File: config.mk
export PLATFORM = sky130hd
export DESIGN_NAME = shift_add_mult_ctrl
export DESIGN_NICKNAME = d
export VERILOG_FILES = /design/src/rtl/shift_add_mult_ctrl.sv
export SDC_FILE = /design/constraint.sdc
export NUM_CORES = 1
export LEC_CHECK = 0
export CORE_MARGIN = 1.5
export CORE_UTILIZATION = 48
export CTS_BUF_LIST = sky130_fd_sc_hd__clkbuf_2
export DETAILED_ROUTE_END_ITERATION = 7
export GPL_ROUTABILITY_DRIVEN = 0
export PLACE_DENSITY = 0.81
export SLEW_MARGIN = 10
export SYNTH_ARGS = -nofsm -noshare
export SYNTH_HDL_FRONTEND = slang
export SYNTH_SLANG_ARGS = --single-unit
export TNS_END_PERCENT = 100
File: constraint.sdc
create_clock -name clk -period 2 [get_ports clk]
set_input_delay 0.6 -clock clk [delete_from_list [all_inputs] [get_ports clk]]
set_output_delay 0.6 -clock clk [all_outputs]
set_load 0.1 [all_outputs]
File: src/rtl/shift_add_mult_ctrl.sv
// Shift-and-add multiplier controller driving one external N-bit adder.
// Optional build macro ZERO_SKIP_EN: zero operands bypass the iterations.
module shift_add_mult_ctrl #(
  parameter int N = 6
) (
  input  logic             clk,
  input  logic             rst_n,
  input  logic             start,
  input  logic [N-1:0]     mcand,
  input  logic [N-1:0]     mplier,
  output logic [N-1:0]     add_a,
  output logic [N-1:0]     add_b,
  output logic             add_cin,
  input  logic [N-1:0]     add_sum,
  input  logic             add_cout,
  output logic [2*N-1:0]   product,
  output logic             busy,
  output logic             done
);

  localparam int CW = $clog2(N + 1);

  localparam logic [1:0] IDLE = 2'd0;
  localparam logic [1:0] ADD  = 2'd1;
  localparam logic [1:0] DONE = 2'd2;

  logic [1:0]     state;
  logic [2*N-1:0] acc;
  logic [N-1:0]   mcand_reg;
  logic [CW-1:0]  count;
  logic [N:0]     step_hi;
  logic [2*N-1:0] acc_next;

  assign add_a   = acc[2*N-1:N];
  assign add_b   = acc[0] ? mcand_reg : '0;
  assign add_cin = 1'b0;

  // Adder carry lands in hi[N-1] after the shift, so the product never overflows.
  always_comb begin
    step_hi  = acc[0] ? {add_cout, add_sum} : {1'b0, acc[2*N-1:N]};
    acc_next = {step_hi, acc[N-1:1]};
  end

  assign busy = (state == ADD) || (state == DONE);
  assign done = (state == DONE);

  // NOTE: state registers use non-blocking assignments so every update in the
  // block sees the pre-edge values, matching how the flops actually behave.
  always_ff @(posedge clk or negedge rst_n) begin
    if (!rst_n) begin
      state     <= IDLE;
      acc       <= '0;
      mcand_reg <= '0;
      count     <= '0;
      product   <= '0;
    end else begin
      case (state)
        IDLE: begin
          if (start) begin
            mcand_reg <= mcand;
            acc       <= {{N{1'b0}}, mplier};
            count     <= '0;
`ifdef ZERO_SKIP_EN
            if ((mcand == '0) || (mplier == '0)) begin
              product <= '0;
              state   <= DONE;
            end else begin
              state   <= ADD;
            end
`else
            state     <= ADD;
`endif
          end
        end
        ADD: begin
          acc   <= acc_next;
          count <= count + 1'b1;
          if (count == CW'(N - 1)) begin
            product <= acc_next;
            state   <= DONE;
          end
        end
        DONE: begin
          state <= IDLE;
        end
        default: begin
          state <= IDLE;
        end
      endcase
    end
  end

endmodule
==> results of run 1 <==
-- cell usage after synthesis (2+ instances only) --
library cell	count
buf_4	8
nand2b_1	4
nor2_1	3
inv_1	3
o21ai_0	16
buf_6	2
dfrtp_1	35
mux2i_1	12
o21ai_1	5
nand2_1	22
mux2_2	12
and2_1	6
buf_2	3
ha_1	6
-- layout make-up --
class	instances	area share (%)
Clock buffer	5	1.027
Multi-Input combinational cell	94	27.73
Clock inverter	3	0.6163
Sequential cell	35	35.95
Tap cell	46	2.363
Inverter	3	0.4622
Timing Repair Buffer	53	31.84
-- cell usage in the layout, fill, tap and decap left out, types with 5 or more instances in the layout --
master,netlist,layout
and2_1,6,6
buf_12,0,26
buf_4,8,6
clkbuf_2,0,5
clkdlybuf4s50_1,0,21
dfrtp_1,35,35
mux2_2,12,12
mux2i_1,12,12
nand2_1,22,22
o21ai_0,16,16
o21ai_1,5,5
-- worst paths after layout --
check	from	to	slack, ps	cells after the start
max	state[1]	done	90	3
min	mcand_reg[5]	mcand_reg[5]	530	1
max reg2reg	state[0]	acc[5]	360	6
min reg2reg	mcand_reg[5]	mcand_reg[5]	530	1
max in group asynchronous	rst_n	state[0]	1100	2
min in group asynchronous	rst_n	mcand_reg[1]	580	2
-- metrics by stage --
stage	worst slack (ps)	utilization, %
floorplan	32.30	-
global placement	125.1	71.47
detailed placement	-0.3577	71.47
CTS	35.51	73.51
global route	3.789	73.58
finish	93.66	73.58
-- cell families (layout without fill, tap and decap cells) --
logic type	after synthesis	in the layout	share of synthesized area, %
AND/OR/NAND/NOR	37	37	11.03
multiplexers	24	24	15.51
AO/OA/AOI/OAI	26	26	8.821
adder cells (fa/ha/maj)	6	6	4.563
flip-flops	35	35	53.23
buffers and inverters	16	64	6.616
other	1	1	0.2279
-- what timing repair did --
action / CTS / global route
endpoints found under the setup margin: 1 / 2
setup buffers: 2 / 0
resized for setup: 1 / 3
-- critical path, delay by kind of cell (launching register included) --
| family | cells | cell delay, ps |
|---|---|---|
| buffers and inverters | 2 | 300 |
| adders and majority gates | 1 | 180 |
| DFF | 1 | 440 |
-- layer usage --
layer,up-vias,part of all wire [%]
li1,571,-
met1,583,40
met2,38,53
met3,8,5.8
met4,0,2.1
met5,-,0
==> impl_metrics.env, run 1 <==
export IMPL_diodes=0
export IMPL_yosys_register_bits=35
export IMPL_met1_usage_pct=25.54
export IMPL_syn_nets=173
export IMPL_design_area_um2=2436
export IMPL_grt_pass1_wl_mm=5.961
export IMPL_cp_required_ps=1400
export IMPL_cts_tree="built"
export IMPL_place_area_um2=2366
export IMPL_finalCritPeriodShare_pct=95.32
export IMPL_fin_tns_setup_ps=0
export IMPL_outcome="completed"
export IMPL_slew_viol_final=0
export IMPL_drtIter0Drc=40
export IMPL_grt_overflow_total=0
export IMPL_holdWs_ps=526.5
export IMPL_coreArea_um2=3311
export IMPL_finalCriticalPeriod_ps=1906
export IMPL_stdcell_count=239
export IMPL_hold_buffers=0
export IMPL_fill_cells=241
export IMPL_syn_area_per_cell_um2=11.35
export IMPL_num_vias=1200
export IMPL_viasPerCell=5.021
export IMPL_cts_sinks=35
export IMPL_start_kind="flip-flop"
export IMPL_finalSetupViolCount=0
export IMPL_ios=49
export IMPL_grt_max_degree=36
export IMPL_wire_per_inst_um=14.83
export IMPL_syn_cell_area_um2=1645
export IMPL_totalWireLength_mm=3.545
export IMPL_numCtsBuffers=5
export IMPL_synthToLayoutAreaGrowth_pct=48.06
export IMPL_cts_root_buffer="clkbuf_2"
export IMPL_grt_busiest_layer="met2"
export IMPL_max_freq_mhz=524.6
export IMPL_num_rows=21
export IMPL_drt_pass1_iterations=4
export IMPL_cts_path_max_buffers=2
export IMPL_async_flop_share_pct=100.0
export IMPL_dp_hpwl_mm=2.710
export IMPL_syn_inst=145
export IMPL_synth_area_leaders="dfrtp_1 53%, mux2_2 8.2%, mux2i_1 7.3%, nand2_1 5.0%, o21ai_0 4.9%"
export IMPL_end_kind="output port"
export IMPL_path_cells="buf_4, ha_2, buf_12"
export IMPL_portBuffers=47
export IMPL_layout_area_seq_um2=875.8
export IMPL_die_area_um2=3788
export IMPL_finClkSkew_ps=19.01
export IMPL_die_x_um=61.55
export IMPL_ys_types=22
export IMPL_hold_class="flip-flop to flip-flop"
export IMPL_grt_pass1_vias=1266
export IMPL_seq_area_frac_synth_pct=53.23
export IMPL_start_util_pct=49.70
export IMPL_drive_gt1_share_pct=29.02
export IMPL_critPathMaxFanout=2
export IMPL_die_h_um=61.55
export IMPL_clock_latency_ps=390
export IMPL_rsz0062_at_grt="false"
export IMPL_antenna_left=0
export IMPL_hold_viol=0
export IMPL_met2_usage_pct=36.84
export IMPL_grt_use_total_pct=22.28
export IMPL_cap_viol_max_count=0
export IMPL_synth_edff_count=0
export IMPL_crit_type="flip-flop to output port"
export IMPL_dp_cells=229
export IMPL_synth_top_area_cell="dfrtp_1"
export IMPL_cpPeakStageDelay_ps=440
export IMPL_synth_main_ff_cell="dfrtp_1"
export IMPL_cp_data_arrival_time_ps=1310
export IMPL_grtUsageMet3_pct=7.353
export IMPL_antenna_found_initial=0
export IMPL_multi_input_comb_area_um2=675.6
export IMPL_drc=0
export IMPL_yosys_area_top_type_share_pct=53.23
export IMPL_htreeDepth=2
export IMPL_clk_pin_slew_ps=190
export IMPL_ys_warn_count=0
export IMPL_critPathSlowestCell="dfrtp_1"
export IMPL_fin_nets=220
Power of run 1 is not shown: default switching activity piles up to over one toggle a cycle in this logic, so the estimate is an artifact.
==> run 2: changes to the inputs <==
CORE_MARGIN = 3   (was 1.5)
==> run 2 against run 1 <==
Against the previous run:
- worst hold slack better by 17 ps
- via count is 3.7% higher
- largest cell class unchanged
- fmax is 0.64% lower
- utilization is 4.5 points higher
- count of clock-buffer cells in the layout stayed put
- highest routed layer unchanged
- final cell count is 0.84% lower
==> impl_metrics.env, run 2 (synthesized netlist as in run 1, its figures left out) <==
export IMPL_hold_buffers=0
export IMPL_critPathMaxFanout=3
export IMPL_dp_hpwl_mm=2.983
export IMPL_layout_commonest_cell="dfrtp_1"
export IMPL_critPathSlowestCell="dfrtp_1"
export IMPL_cp_top_family="flip-flops"
export IMPL_top_layer="met4"
export IMPL_fin_nets=220
export IMPL_utilization_pct=78.10
export IMPL_end_kind="output port"
export IMPL_diodes=0
export IMPL_hold_viol=0
export IMPL_drt_pass1_iterations=5
export IMPL_grt_pass1_vias=1375
export IMPL_die_x_um=64.55
export IMPL_antenna_left=0
export IMPL_cts_sinks=35
export IMPL_cp_required_ps=1400
export IMPL_dp_cells=227
export IMPL_grt_max_degree=36
export IMPL_htreeDepth=2
export IMPL_max_freq_mhz=521.2
export IMPL_wl_met3_um=260
export IMPL_numCtsBuffers=5
export IMPL_num_rows=20
export IMPL_portBuffers=47
export IMPL_fin_tns_setup_ps=0
export IMPL_wl_met2_mm=2.126
export IMPL_synthToLayoutAreaGrowth_pct=49.66
export IMPL_start_kind="flip-flop"
export IMPL_finalCritPeriodShare_pct=95.93
export IMPL_drc=0
export IMPL_totalWireLength_mm=3.943
export IMPL_rrSetupSlack_ps=340
export IMPL_viasPerCell=5.249
export IMPL_finClkSkew_ps=25.04
export IMPL_clk_pin_slew_ps=200
export IMPL_antenna_found_initial=0
export IMPL_outcome="completed"
export IMPL_path_cells="inv_2, ha_4, buf_12"
export IMPL_cts_root_buffer="clkbuf_2"
export IMPL_clock_latency_ps=410
export IMPL_rsz0062_at_grt="false"
export IMPL_cts_path_max_buffers=2
export IMPL_wl_met1_mm=1.482
export IMPL_fill_cells=217
export IMPL_drive_gt1_share_pct=30.05
export IMPL_finalCriticalPeriod_ps=1919
export IMPL_drtIter0Drc=44
export IMPL_grt_pass1_wl_mm=6.423
export IMPL_die_area_um2=4166
export IMPL_holdWs_ps=543.2
export IMPL_start_util_pct=52.18
export IMPL_critPathBufInv=2
export IMPL_cp_data_arrival_time_ps=1320
export IMPL_die_h_um=64.55
export IMPL_stdcell_count=237
export IMPL_cpPeakStageDelay_ps=420
export IMPL_cap_viol_max_count=0
export IMPL_coreArea_um2=3153
export IMPL_crit_type="flip-flop to output port"
export IMPL_cts_tree="built"
export IMPL_finalSetupViolCount=0
export IMPL_grt_overflow_total=0
export IMPL_wire_per_inst_um=16.64
export IMPL_final_cell_mix="35 x dfrtp_1, 26 x buf_12, 22 x nand2_1"
export IMPL_slew_viol_final=0
export IMPL_ios=49
export IMPL_grt_use_total_pct=20.69
export IMPL_hold_class="flip-flop to flip-flop"
export IMPL_num_vias=1244
## run 2: final timing paths
path,startpoint,to,depth (start not counted)
setup / recovery,state[1],busy,3
setup reg to reg,state[0],acc[5],6
hold reg to reg,mcand_reg[3],mcand_reg[3],1
max in group asynchronous,rst_n,acc[11],2
min in group asynchronous,rst_n,acc[10],2
hold / removal,mcand_reg[3],mcand_reg[3],1
## run 2: metrics by stage
| step | cell area, um^2 | setup WS [ps] |
|---|---|---|
| after floorplan | 1645 | 32.30 |
| after global placement | 2364 | 127.1 |
| after detailed placement | 2364 | 66.56 |
| after CTS | 2447 | 26.58 |
| after global routing | 2462 | 24.84 |
| final | 2462 | 81.33 |
## run 2: metal layers
metal	track usage (%)	vias up
met5	0	-
met4	7.916	0
met3	6.932	11
met2	37.63	51
met1	21.97	611
li1	-	571
## run 2: layout make-up
class	count	area, um^2	share of cell area, %
flip-flops and latches	35	875.8	35.57
repair buffers	53	775.7	31.50
multi-input cells	94	675.6	27.44
well taps	44	55.05	2.236
clock inverters	3	43.79	1.778
clock buffers	5	25.02	1.016
inverters	3	11.26	0.4573
## run 2: what timing repair did
item	4_1_cts	5_1_grt
endpoints found under the setup margin	1	2
gates resized for setup	0	4
setup buffers	2	0
## run 2: worst reg2reg max path, delay by kind of cell (launching register included)
kind                       cells  cell delay (ps)
AOI/OAI and AO/OA              2              250
adders and majority gates      1              270
buffers and inverters          2              410
DFF                            1              430
muxes                          1              210
Power of run 2 is left out for the same reason.
==> run 3: changes to the inputs <==
GPL_ROUTABILITY_DRIVEN = default   (was 0)
==> results of run 3 <==
Final layout, timing and power as in run 2 (identical DEF).
Power of run 3 is left out for the same reason.
